[config.mk]
export PLATFORM = sky130hd
export DESIGN_NAME = game_flow_fsm
export DESIGN_NICKNAME = d
export VERILOG_FILES = /design/src/rtl/game_flow_fsm.sv
export SDC_FILE = /design/constraint.sdc
export NUM_CORES = 1
export LEC_CHECK = 0
export CORE_MARGIN = 2
export CORE_UTILIZATION = 41
export CTS_CLUSTER_SIZE = 20
export DETAILED_ROUTE_END_ITERATION = 7
export GPL_TIMING_DRIVEN = 1
export PLACE_DENSITY = 0.7
export SKIP_CTS_REPAIR_TIMING = 1
export SYNTH_ARGS = -nofsm -noshare
export SYNTH_HDL_FRONTEND = slang
export SYNTH_SLANG_ARGS = --single-unit
[constraint.sdc]
create_clock -name clk -period 1.5 [get_ports clk]
set_clock_uncertainty 0.2 [all_clocks]
set_input_delay 0.3 -clock clk [delete_from_list [all_inputs] [get_ports clk]]
set_output_delay 0.3 -clock clk [all_outputs]
set_load 0.005 [all_outputs]
[src/rtl/game_flow_fsm.sv]
// ---------------------------------------------------------------------------
// game_flow_fsm
//   Master game sequencer. Drives the counter bank (clear and enables), issues
//   the one-cycle score increment and explosion-load pulses, runs the recovery
//   window, and tracks remaining lives and the game-over condition.
//
// Ports
//   clk                   in   system clock
//   reset                 in   asynchronous, active-high reset
//   start                 in   single-cycle start request
//   collision             in   level: player overlaps an obstacle
//   startCycle            in   pulse: obstacle cycle period elapsed
//   explosionDone         in   level: explosion counter reached zero
//   recover               in   pulse: recover counter reached zero
//   timeUp                in   sticky level: game time expired
//   CounterClear          out  synchronous clear to all game counters
//   ChangeStateCounterEn  out  obstacle state-change reload enable
//   CycleWaitCounterEn    out  obstacle cycle reload enable
//   ScoreInc              out  registered one-cycle score increment
//   runOver               out  registered one-cycle explosion-counter load
//   StartRecover          out  recover-counter run enable
//   gameActive            out  high in RUN, HIT and RECOVER
//   gameOver              out  high in OVER
//   livesLeft             out  remaining lives
//   state                 out  current state code (debug / overlay)
// ---------------------------------------------------------------------------
module game_flow_fsm #(
    parameter int LIVES      = 3,
    parameter int LIVES_W    = 2,
    parameter int EXP_IGNORE = 2
) (
    input  logic               clk,
    input  logic               reset,
    input  logic               start,
    input  logic               collision,
    input  logic               startCycle,
    input  logic               explosionDone,
    input  logic               recover,
    input  logic               timeUp,
    output logic               CounterClear,
    output logic               ChangeStateCounterEn,
    output logic               CycleWaitCounterEn,
    output logic               ScoreInc,
    output logic               runOver,
    output logic               StartRecover,
    output logic               gameActive,
    output logic               gameOver,
    output logic [LIVES_W-1:0] livesLeft,
    output logic [2:0]         state
);

    typedef enum logic [2:0] {
        S_IDLE    = 3'd0,
        S_CLEAR   = 3'd1,
        S_RUN     = 3'd2,
        S_HIT     = 3'd3,
        S_RECOVER = 3'd4,
        S_OVER    = 3'd5
    } state_t;

    // Wide enough to hold EXP_IGNORE; the counter saturates there.
    localparam int HC_W = $clog2(EXP_IGNORE + 1) + 1;
    localparam logic [HC_W-1:0]    HIT_THRESH = HC_W'(EXP_IGNORE);
    localparam logic [LIVES_W-1:0] LIVES_INIT = LIVES_W'(LIVES);
    localparam logic [LIVES_W-1:0] ONE_LIFE   = LIVES_W'(1);

    state_t              state_q, state_d;
    logic [LIVES_W-1:0]  lives_q, lives_d;
    logic [HC_W-1:0]     hit_cnt_q, hit_cnt_d;   // cycles spent in HIT so far
    logic                rec_seen_q, rec_seen_d; // first recover pulse seen
    logic                score_inc_q, score_inc_d;
    logic                run_over_q, run_over_d;

    always_ff @(posedge clk or posedge reset) begin
        if (reset) begin
            state_q     <= S_IDLE;
            lives_q     <= '0;
            hit_cnt_q   <= '0;
            rec_seen_q  <= 1'b0;
            score_inc_q <= 1'b0;
            run_over_q  <= 1'b0;
        end else begin
            state_q     <= state_d;
            lives_q     <= lives_d;
            hit_cnt_q   <= hit_cnt_d;
            rec_seen_q  <= rec_seen_d;
            score_inc_q <= score_inc_d;
            run_over_q  <= run_over_d;
        end
    end

    always_comb begin
        state_d     = state_q;
        lives_d     = lives_q;
        hit_cnt_d   = hit_cnt_q;
        rec_seen_d  = rec_seen_q;
        score_inc_d = 1'b0;
        run_over_d  = 1'b0;
        case (state_q)
            S_IDLE: begin
                if (start) state_d = S_CLEAR;
            end
            S_CLEAR: begin
                // timeUp is still being cleared by CounterClear here, so it
                // is deliberately not looked at.
                lives_d = LIVES_INIT;
                state_d = S_RUN;
            end
            S_RUN: begin
                if (timeUp) begin
                    state_d = S_OVER;
                end else if (collision) begin
                    state_d    = S_HIT;
                    hit_cnt_d  = '0;
                    run_over_d = 1'b1;   // lands in the first HIT cycle
                end else if (startCycle) begin
                    score_inc_d = 1'b1;
                end
            end
            S_HIT: begin
                if (timeUp) begin
                    state_d = S_OVER;
                end else if ((hit_cnt_q >= HIT_THRESH) && explosionDone) begin
                    // explosionDone may still be stale from before the load
                    // issued by runOver, hence the ignore window above.
                    if (lives_q <= ONE_LIFE) begin
                        lives_d = '0;
                        state_d = S_OVER;
                    end else begin
                        lives_d    = lives_q - ONE_LIFE;
                        rec_seen_d = 1'b0;
                        state_d    = S_RECOVER;
                    end
                end else if (hit_cnt_q < HIT_THRESH) begin
                    hit_cnt_d = hit_cnt_q + 1'b1;
                end
            end
            S_RECOVER: begin
                // Exiting on the second pulse guarantees at least one full
                // recover period of invulnerability; collision is ignored.
                if (timeUp) begin
                    state_d = S_OVER;
                end else if (recover) begin
                    if (rec_seen_q) state_d = S_RUN;
                    else            rec_seen_d = 1'b1;
                end
            end
            S_OVER: begin
                if (start) state_d = S_CLEAR;
            end
            default: begin
                state_d = S_IDLE;
            end
        endcase
    end

    assign CounterClear         = (state_q == S_IDLE) || (state_q == S_CLEAR);
    assign gameActive           = (state_q == S_RUN) || (state_q == S_HIT) ||
                                  (state_q == S_RECOVER);
    assign ChangeStateCounterEn = gameActive;
    assign CycleWaitCounterEn   = gameActive;
    assign StartRecover         = (state_q == S_RECOVER);
    assign gameOver             = (state_q == S_OVER);
    assign ScoreInc             = score_inc_q;
    assign runOver              = run_over_q;
    assign livesLeft            = lives_q;
    assign state                = state_q;

endmodule
==> results.cfg, run 1 <==
[outcome]
status = finished, violations left
violations = negative setup slack

[timing]
timing.final.max_slew_violations = 0
final.period_utilization = 1.17
fmax_ghz = 0.569
maxSlewHeadroom = 0.695
final-setup-viol-count = 19
hold_violations = 0
setup_slack_ns = -0.257
fin_crit_ns = 1.76
worstMarginPinSlew_ns = 0.457
whs_ns = 0.127
rsz0062_at_grt = yes

[synthesis]
synth_area_um2 = 706
synth_nets = 75
synth_top_cell_by_area = dfrtp_1
yosys.area.top_type_share = 0.390
yosys-top-cells-area = dfrtp_1 (39%), a22o_1 (3.7%), ha_1 (3.5%), a211oi_1 (3.2%), buf_4 (3.2%)
synth_cells = 65
seq_area_frac_synth = 0.390
ys_warn_count = 0
synth-seq-cells = 11
synth.distinct_cells = 34
syn_area_per_cell_um2 = 10.9

[die]
initial_core_util = 0.453
die_w_um = 45.5
core.rowCount = 14
pin_count = 21
coreArea_um2 = 1560
die_y_um = 45.5
fp.dieArea_um2 = 2070

[cells_and_area]
fin_util = 0.840
multi_input_area_um2 = 475
most-common-layout-cells = buf_4 (20), buf_6 (11), dfrtp_1 (8)
ff_latch_area_um2 = 279
fin_nets = 128
drive_gt1_frac = 0.581
area_growth_pct = 85.6
antenna-diode-count = 0
fill_cells = 74
final_common_cell = buf_4

[power]
p_clk_frac = 0.082
p_sw_uw = 1030
netSwitchingFraction = 0.392
p_comb_frac = 0.718
sequentialPowerShare = 0.200
p_int_uw = 1600
leakage_uw = 0.000682
p_per_area_nw_per_um2 = 2000
ir_drop_uv = 1320

[placed_design]
dp_hpwl_um = 1430
io_buffers = 20
gp_congestion = 0.801

[critical_path]
worstSetupStartpointType = flip-flop
worst_ep_required_time_ns = 1.48
crit_chain = buf_6 > buf_8 > nor4b_4 > buf_4 > a211oi_2 > o21ai_1
worst-path-buf-inv = 3
cpPeakStageDelay_ns = 0.42
path_depth = 6
critical_path.endpoint_type = flip-flop
reg2reg_depth = 6
crit_family = buffers and inverters
cpMaxStageDelayCell = dfrtp_2
path_class = reg -> reg
critPathMaxFanout = 8
cp.arrival_ns = 1.74

[clock_network]
root_buffer = clkbuf_4
clockBufferDepth = 2
numCtsBuffers = 3
clk_latency_ns = 0.28
clkSinkCount = 11
clk_pin_slew_ns = 0.09
cts_tree = built
ctsHtreeMaxLevel = 1

[run]
cap_violations = 0

[detailed_routing]
initialDrtViolationCount = 43
wl_um = 2390
via_count = 760
route.detailed.drc = 0
avgRoutedWirePerCell_um = 18.0
drt_first_pass_iters = 4
ant_nets = 0
vias_per_cell = 5.71

[worst_hold_path]
worst_hold_path_type = in -> async

[global_route]
overflow = 0
grt_max_degree = 15
antenna_found_initial = 0
grt_pass1_wl_um = 2930
track_usage = 0.201
grt_pass1_vias = 668
## power by group through the flow
stage	combinational, uW	sequential (uW)	clock, uW
2_1_floorplan	793	530	0
3_3_place_gp	1380	521	0
3_5_place_dp	1420	524	0
4_1_cts	1430	517	213
5_1_grt	1990	537	235
6_report	1890	525	215
## routing by layer
metal | vias up | share of wire | track usage | routed length (um)
met5 | - | 0 | 0 | 0
met4 | 0 | 0.013 | 0.0294 | 32
met3 | 2 | 0.055 | 0.0754 | 131
met2 | 30 | 0.52 | 0.341 | 1240
met1 | 376 | 0.41 | 0.248 | 990
li1 | 352 | - | - | -
## final timing paths
check / start / to / slack [ns]
worst max-delay path: state[0]$_DFFE_PP0P_ / state[1]$_DFFE_PP0P_ / -0.26
worst min-delay path: reset / livesLeft[0]$_DFFE_PP0P_ / 0.13
worst max register to register: state[0]$_DFFE_PP0P_ / state[1]$_DFFE_PP0P_ / -0.26
worst min register to register: rec_seen_q$_DFFE_PP0P_ / rec_seen_q$_DFFE_PP0P_ / 0.38
max in group asynchronous: reset / hit_cnt_q[1]$_DFFE_PP0P_ / 0.61
min in group clk: rec_seen_q$_DFFE_PP0P_ / rec_seen_q$_DFFE_PP0P_ / 0.38
## sequential cells by signal, indices dropped and copies added (netlist names)
signal / count
rec_seen_q: 1
hit_cnt_q: 3
runOver: 1
ScoreInc: 1
state: 3
livesLeft: 2
## cell families (layout without fill, tap and decap cells)
logic type,count (synthesis),count (layout),synth area share
and+or+nand+nor,18,18,0.206
AOI/OAI and AO/OA,23,23,0.282
buffers and inverters,11,63,0.0869
adders and majority gates,2,2,0.0355
DFF,11,11,0.390
## stage by stage
stage	std cells	setup TNS (ns)	area [um^2]	power (uW)	setup WS, ns
3_3_place_gp	116	-4.88	1070	1900	-0.371
4_1_cts	120	-6.08	1100	2160	-0.542
3_5_place_dp	116	-5.44	1070	1950	-0.405
2_1_floorplan	65	-0.248	747	1320	-0.105
6_report	133	-3.02	1310	2630	-0.257
5_1_grt	133	-3.88	1310	2760	-0.314
## worst reg2reg max path: cells and delay by family (launching register included)
kind | cells | cell delay (ns)
AND/OR/NAND/NOR | 1 | 0.38
buffers and inverters | 3 | 0.44
AO/OA/AOI/OAI | 2 | 0.21
flip-flops | 1 | 0.42
## cells in the mapped netlist
cell and instances:
nor3b_1 3, nor4b_2 1, buf_2 1, buf_6 1, ha_1 2, nand2b_4 1
a32oi_1 1, inv_1 6, or3_2 1, nor3_1 2, o21a_1 2, a2111oi_2 1
and2_4 1, and4bb_4 1, o21ai_0 2, o31a_1 2, a211o_1 1, nor2b_1 1
a22oi_1 1, nand2_1 1, nor4b_1 1, dfrtp_1 11, nor2_1 2, nand4_1 1
and3b_1 1, a21o_1 2, o21ai_1 1, a211oi_1 3, o41ai_1 1, a22o_1 3
o31ai_4 1, nor3_2 1, a221oi_1 2, buf_4 3
## area by class of cell
class | count | area share
clock buffers | 4 | 0.0201
inverters | 6 | 0.0172
multi-input cells | 43 | 0.363
flip-flops and latches | 11 | 0.213
well taps | 16 | 0.0153
repair buffers | 53 | 0.372
Power figures use the tool's default switching activity.
==> run 2: changes to the inputs <==
--- a/config.mk
+++ b/config.mk
@@ -6,12 +6,12 @@
 export NUM_CORES = 1
 export LEC_CHECK = 0
 export CORE_MARGIN = 2
-export CORE_UTILIZATION = 41
+export CORE_UTILIZATION = 45
 export CTS_CLUSTER_SIZE = 20
 export DETAILED_ROUTE_END_ITERATION = 7
+export GPL_ROUTABILITY_DRIVEN = 0
 export GPL_TIMING_DRIVEN = 1
-export PLACE_DENSITY = 0.7
-export SKIP_CTS_REPAIR_TIMING = 1
+export PLACE_DENSITY = 0.73
 export SYNTH_ARGS = -nofsm -noshare
 export SYNTH_HDL_FRONTEND = slang
 export SYNTH_SLANG_ARGS = --single-unit
==> constraint.sdc (replaced) <==
create_clock -name clk -period 1.75 [get_ports clk]
set_clock_uncertainty 0.2 [all_clocks]
set_input_delay 0.35 -clock clk [delete_from_list [all_inputs] [get_ports clk]]
set_output_delay 0.35 -clock clk [all_outputs]
set_load 0.005 [all_outputs]
==> results.cfg, run 2 (synthesis gave the netlist of run 1 again) <==
[outcome]
status = finished, violations left
violations = negative setup slack

[global_route]
overflow = 0
antenna_found_initial = 0
grt_max_degree = 12
grt_pass1_vias = 766
track_usage = 0.250
grt_pass1_wl_um = 3380

[placed_design]
placed_cell_area_um2 = 992
dp_hpwl_um = 1320
dp.cells = 110
io_buffers = 20

[detailed_routing]
via_count = 735
drt_first_pass_iters = 5
vias_per_cell = 5.79
wl_um = 2080
top_layer = met4
route.detailed.drc = 0
avgRoutedWirePerCell_um = 16.3
wl_met1_um = 804
ant_nets = 0
dr_wl_met2_um = 1080
wl_met3_um = 124
initialDrtViolationCount = 11

[die]
die_y_um = 43.6
core.rowCount = 14
coreArea_um2 = 1490
fp.dieArea_um2 = 1900
pin_count = 21
initial_core_util = 0.474
die_w_um = 43.6

[timing]
maxSlewHeadroom = 0.701
rsz0062_at_grt = yes
setup_slack_ns = -0.226
whs_ns = 0.179
fmax_ghz = 0.506
hold_violations = 0
worstMarginPinSlew_ns = 0.448
fin_crit_ns = 1.98
final.period_utilization = 1.13
timing.final.max_slew_violations = 0
final-setup-viol-count = 15

[critical_path]
reg2reg_from = state[1]$_DFFE_PP0P_
r2r-end = state[2]$_DFFE_PP0P_
critical_path.endpoint_type = flip-flop
path_class = reg -> reg
startpoint = state[1]$_DFFE_PP0P_
crit_end = state[2]$_DFFE_PP0P_
worstSetupStartpointType = flip-flop
reg2reg_depth = 7
cp.arrival_ns = 1.92
regToRegSetupSlack_ns = -0.23
critPathMaxFanout = 9
worst_ep_required_time_ns = 1.70

[cells_and_area]
drive_gt1_frac = 0.486
fin_cells = 127
fill_cells = 86
final_cell_area_um2 = 1210
final_common_cell = buf_4
multi_input_area_um2 = 428
fin_nets = 122
antenna-diode-count = 0
ff_latch_area_um2 = 278
area_growth_pct = 71.8
most-common-layout-cells = buf_4 (18), clkdlybuf4s50_1 (10), buf_6 (10)

[clock_network]
root_buffer = clkbuf_4
ctsHtreeMaxLevel = 1
clkSinkCount = 11
clockBufferDepth = 2
numCtsBuffers = 3
clk_pin_slew_ns = 0.07
cts_tree = built
clk_latency_ns = 0.27

[power]
p_per_area_nw_per_um2 = 1720
leakage_uw = 0.000570
ir_drop_uv = 1130

[worst_hold_path]
worst_hold_path_type = in -> async

[run]
cap_violations = 0
## run 2: changes by cell type in the layout (fill, tap and decap cells not counted), sizes merged
cell | previous run | this run
buf | 37 | 33
dlymetal6s2s | 7 | 1
clkdlybuf4s50 | 6 | 10
dlygate4sd2 | 0 | 2
clkdlybuf4s15 | 0 | 1
clkbuf | 7 | 4
## run 2: worst min path at each step
stage	end	slack, ns	depth (start not counted)
2_1_floorplan	ScoreInc$_DFF_PP0_	0.002	1
3_3_place_gp	rec_seen_q$_DFFE_PP0P_	0.34	1
3_5_place_dp	rec_seen_q$_DFFE_PP0P_	0.32	1
4_1_cts	ScoreInc$_DFF_PP0_	0.18	2
5_1_grt	rec_seen_q$_DFFE_PP0P_	0.23	2
6_report	ScoreInc$_DFF_PP0_	0.18	2
## run 2: metrics by stage
step	TNS (ns)	power [uW]	setup WS (ns)	utilization
final	-1.61	2090	-0.226	0.814
after global placement	-1.44	1470	-0.175	0.666
after floorplan	0	1050	0.0808	-
after CTS	-0.426	1890	-0.182	0.759
after detailed placement	-2.26	1510	-0.264	0.666
after global routing	-2.68	2240	-0.277	0.814
## run 2: timing repair
action | in CTS | in global routing
pin swaps | 4 | 3
hold buffers | 0 | 0
setup endpoints to repair | 11 | 17
setup buffers | 9 | 4
hold endpoints to repair | 0 | 0
resized for setup | 39 | 17
## run 2: routing by layer
metal / vias up / track usage
li1: 343 / -
met1: 343 / 0.282
met2: 39 / 0.415
met3: 10 / 0.0958
met4: 0 / 0.115
met5: - / 0
## run 2: worst max-delay path: stages, from the launching register on
cell	delay (ns)
dfrtp_1	0.43
buf_4	0.16
buf_4	0.12
buf_6	0.12
buf_8	0.13
nor3b_2	0.17
o21a_1	0.21
o31a_1	0.30
## run 2: final cells by class
class	count	share of cell area
well taps	16	0.0165
repair buffers	47	0.361
multi-input cells	43	0.353
inverters	6	0.0186
clock buffers	4	0.0217
flip-flops and latches	11	0.229
## run 2: report_power, final
group	internal, uW	switching [uW]
combinational	865	605
clock	88.3	83.5
sequential	351	92.7
==> run 3: changes to the inputs <==
--- a/config.mk
+++ b/config.mk
@@ -11,6 +11,7 @@
 export DETAILED_ROUTE_END_ITERATION = 7
 export GPL_ROUTABILITY_DRIVEN = 0
 export GPL_TIMING_DRIVEN = 1
+export MAX_ROUTING_LAYER = met4
 export PLACE_DENSITY = 0.73
 export SYNTH_ARGS = -nofsm -noshare
 export SYNTH_HDL_FRONTEND = slang
==> results.cfg, run 3 (synthesis gave the netlist of run 1 again) <==
[critical_path]
path_class = reg -> reg
critPathMaxFanout = 9
reg2reg_depth = 7
cpMostUsedCell = buf_4
cpPeakStageDelay_ns = 0.44
startpoint = state[1]$_DFFE_PP0P_
critical_path.endpoint_type = flip-flop
cpMaxStageDelayCell = dfrtp_1
cp.arrival_ns = 1.93
reg2reg_from = state[1]$_DFFE_PP0P_
worst_ep_required_time_ns = 1.70
crit_chain = buf_4 > buf_4 > buf_6 > buf_8 > nor3b_2 > o21a_1 > o31a_1
worstSetupStartpointType = flip-flop

[global_route]
overflow = 0
busiest_layer = met2
grt.met3_usage = 0.0958
grt_pass1_wl_um = 3380
gr-usage-met1 = 0.282
antenna_found_initial = 0
grt_pass1_vias = 760
grt_max_degree = 12
track_usage = 0.258
grtUsageMet2 = 0.415

[timing]
fin_crit_ns = 1.99
timing.final.max_slew_violations = 0
rsz0062_at_grt = yes
fmax_ghz = 0.503
fin_setup_tns_ns = -1.78
final.period_utilization = 1.14
worstMarginPinSlew_ns = 0.444
hold_violations = 0
maxSlewHeadroom = 0.704
final-setup-viol-count = 16
setup_slack_ns = -0.238

[die]
coreArea_um2 = 1490
pin_count = 21
die_y_um = 43.6
core.rowCount = 14
fp.dieArea_um2 = 1900
initial_core_util = 0.474
die_w_um = 43.6

[cells_and_area]
most-common-layout-cells = buf_4 (18), clkdlybuf4s50_1 (10), buf_6 (10)
drive_gt1_frac = 0.486
final_common_cell = buf_4
final_cell_area_um2 = 1210
antenna-diode-count = 0
fin_nets = 122
area_growth_pct = 71.8

[power]
p_clk_frac = 0.082
p_comb_frac = 0.705
ir_drop_uv = 1140
netSwitchingFraction = 0.377
p_int_uw = 1300
p_sw_uw = 788
sequentialPowerShare = 0.213
leakage_uw = 0.000570
p_per_area_nw_per_um2 = 1730

[detailed_routing]
ant_nets = 0
route.detailed.drc = 0
via_count = 736
drt_first_pass_iters = 4
wl_um = 2110
initialDrtViolationCount = 10
vias_per_cell = 5.80
avgRoutedWirePerCell_um = 16.6

[clock_network]
clkSinkCount = 11
ctsHtreeMaxLevel = 1
root_buffer = clkbuf_4
numCtsBuffers = 3
clk_pin_slew_ns = 0.07
clockBufferDepth = 2
cts_tree = built
holdBufCountCts = 0
clk_latency_ns = 0.27

[placed_design]
placed_cell_area_um2 = 992
dp_hpwl_um = 1320
dp_slack_ns = -0.264
io_buffers = 20

[outcome]
violations = negative setup slack
status = finished, violations left

[run]
cap_violations = 0

[worst_hold_path]
worst_hold_path_type = in -> async
[run 3: cell counts in the layout (fill, tap and decap cells not counted)]
Identical to the previous run, type by type.
[run 3: path summary, 6_finish.rpt]
check / endpoint / slack (ns)
hold reg to reg: livesLeft[1]$_DFFE_PP0P_ / 0.36
setup / recovery: state[2]$_DFFE_PP0P_ / -0.24
setup reg to reg: state[2]$_DFFE_PP0P_ / -0.24
max in group asynchronous: state[0]$_DFFE_PP0P_ / 0.84
hold / removal: ScoreInc$_DFF_PP0_ / 0.18
min in group clk: livesLeft[1]$_DFFE_PP0P_ / 0.36
[run 3: cell type report]
class	count	area (um^2)
tap	16	20.0
fill	86	277
inverter	6	22.5
timing repair buffer	47	438
clock buffer	4	26.3
sequential	11	278
multi-input combinational	43	428
[run 3: what timing repair did]
action / CTS / global route
gates resized for setup: 39 / 17
pin swaps: 4 / 3
buffers inserted: 9 / 4
endpoints found under the setup margin: 11 / 17
[run 3: stage by stage]
stage / power, uW / instances / utilization / hold WS (ns)
final: 2090 / 127 / 0.814 / 0.177
after CTS: 1890 / 123 / 0.759 / 0.184
after global routing: 2240 / 127 / 0.814 / 0.232
after detailed placement: 1510 / 110 / 0.666 / 0.324
after global placement: 1470 / 110 / 0.666 / 0.345
after floorplan: 1050 / 65 / - / 0.00244
[run 3: routing by layer]
metal	wire (um)	up-vias
met1	849	351
li1	-	343
met4	87	0
met2	1080	31
met3	93	11
met5	0	-
[run 3: critical path: cells and delay by family, from the launching register on]
kind                   cells  cell delay (ns)
buffers and inverters      4             0.53
AO/OA/AOI/OAI              2             0.51
flip-flops                 1             0.44
AND/OR/NAND/NOR            1             0.17
[run 3: power groups by stage]
stage	Combinational (uW)	Clock, uW	Sequential [uW]
finish	1480	172	445
global route	1580	200	455
CTS	1270	179	434
detailed placement	1070	0	431
global placement	1050	0	429
floorplan	609	0	441
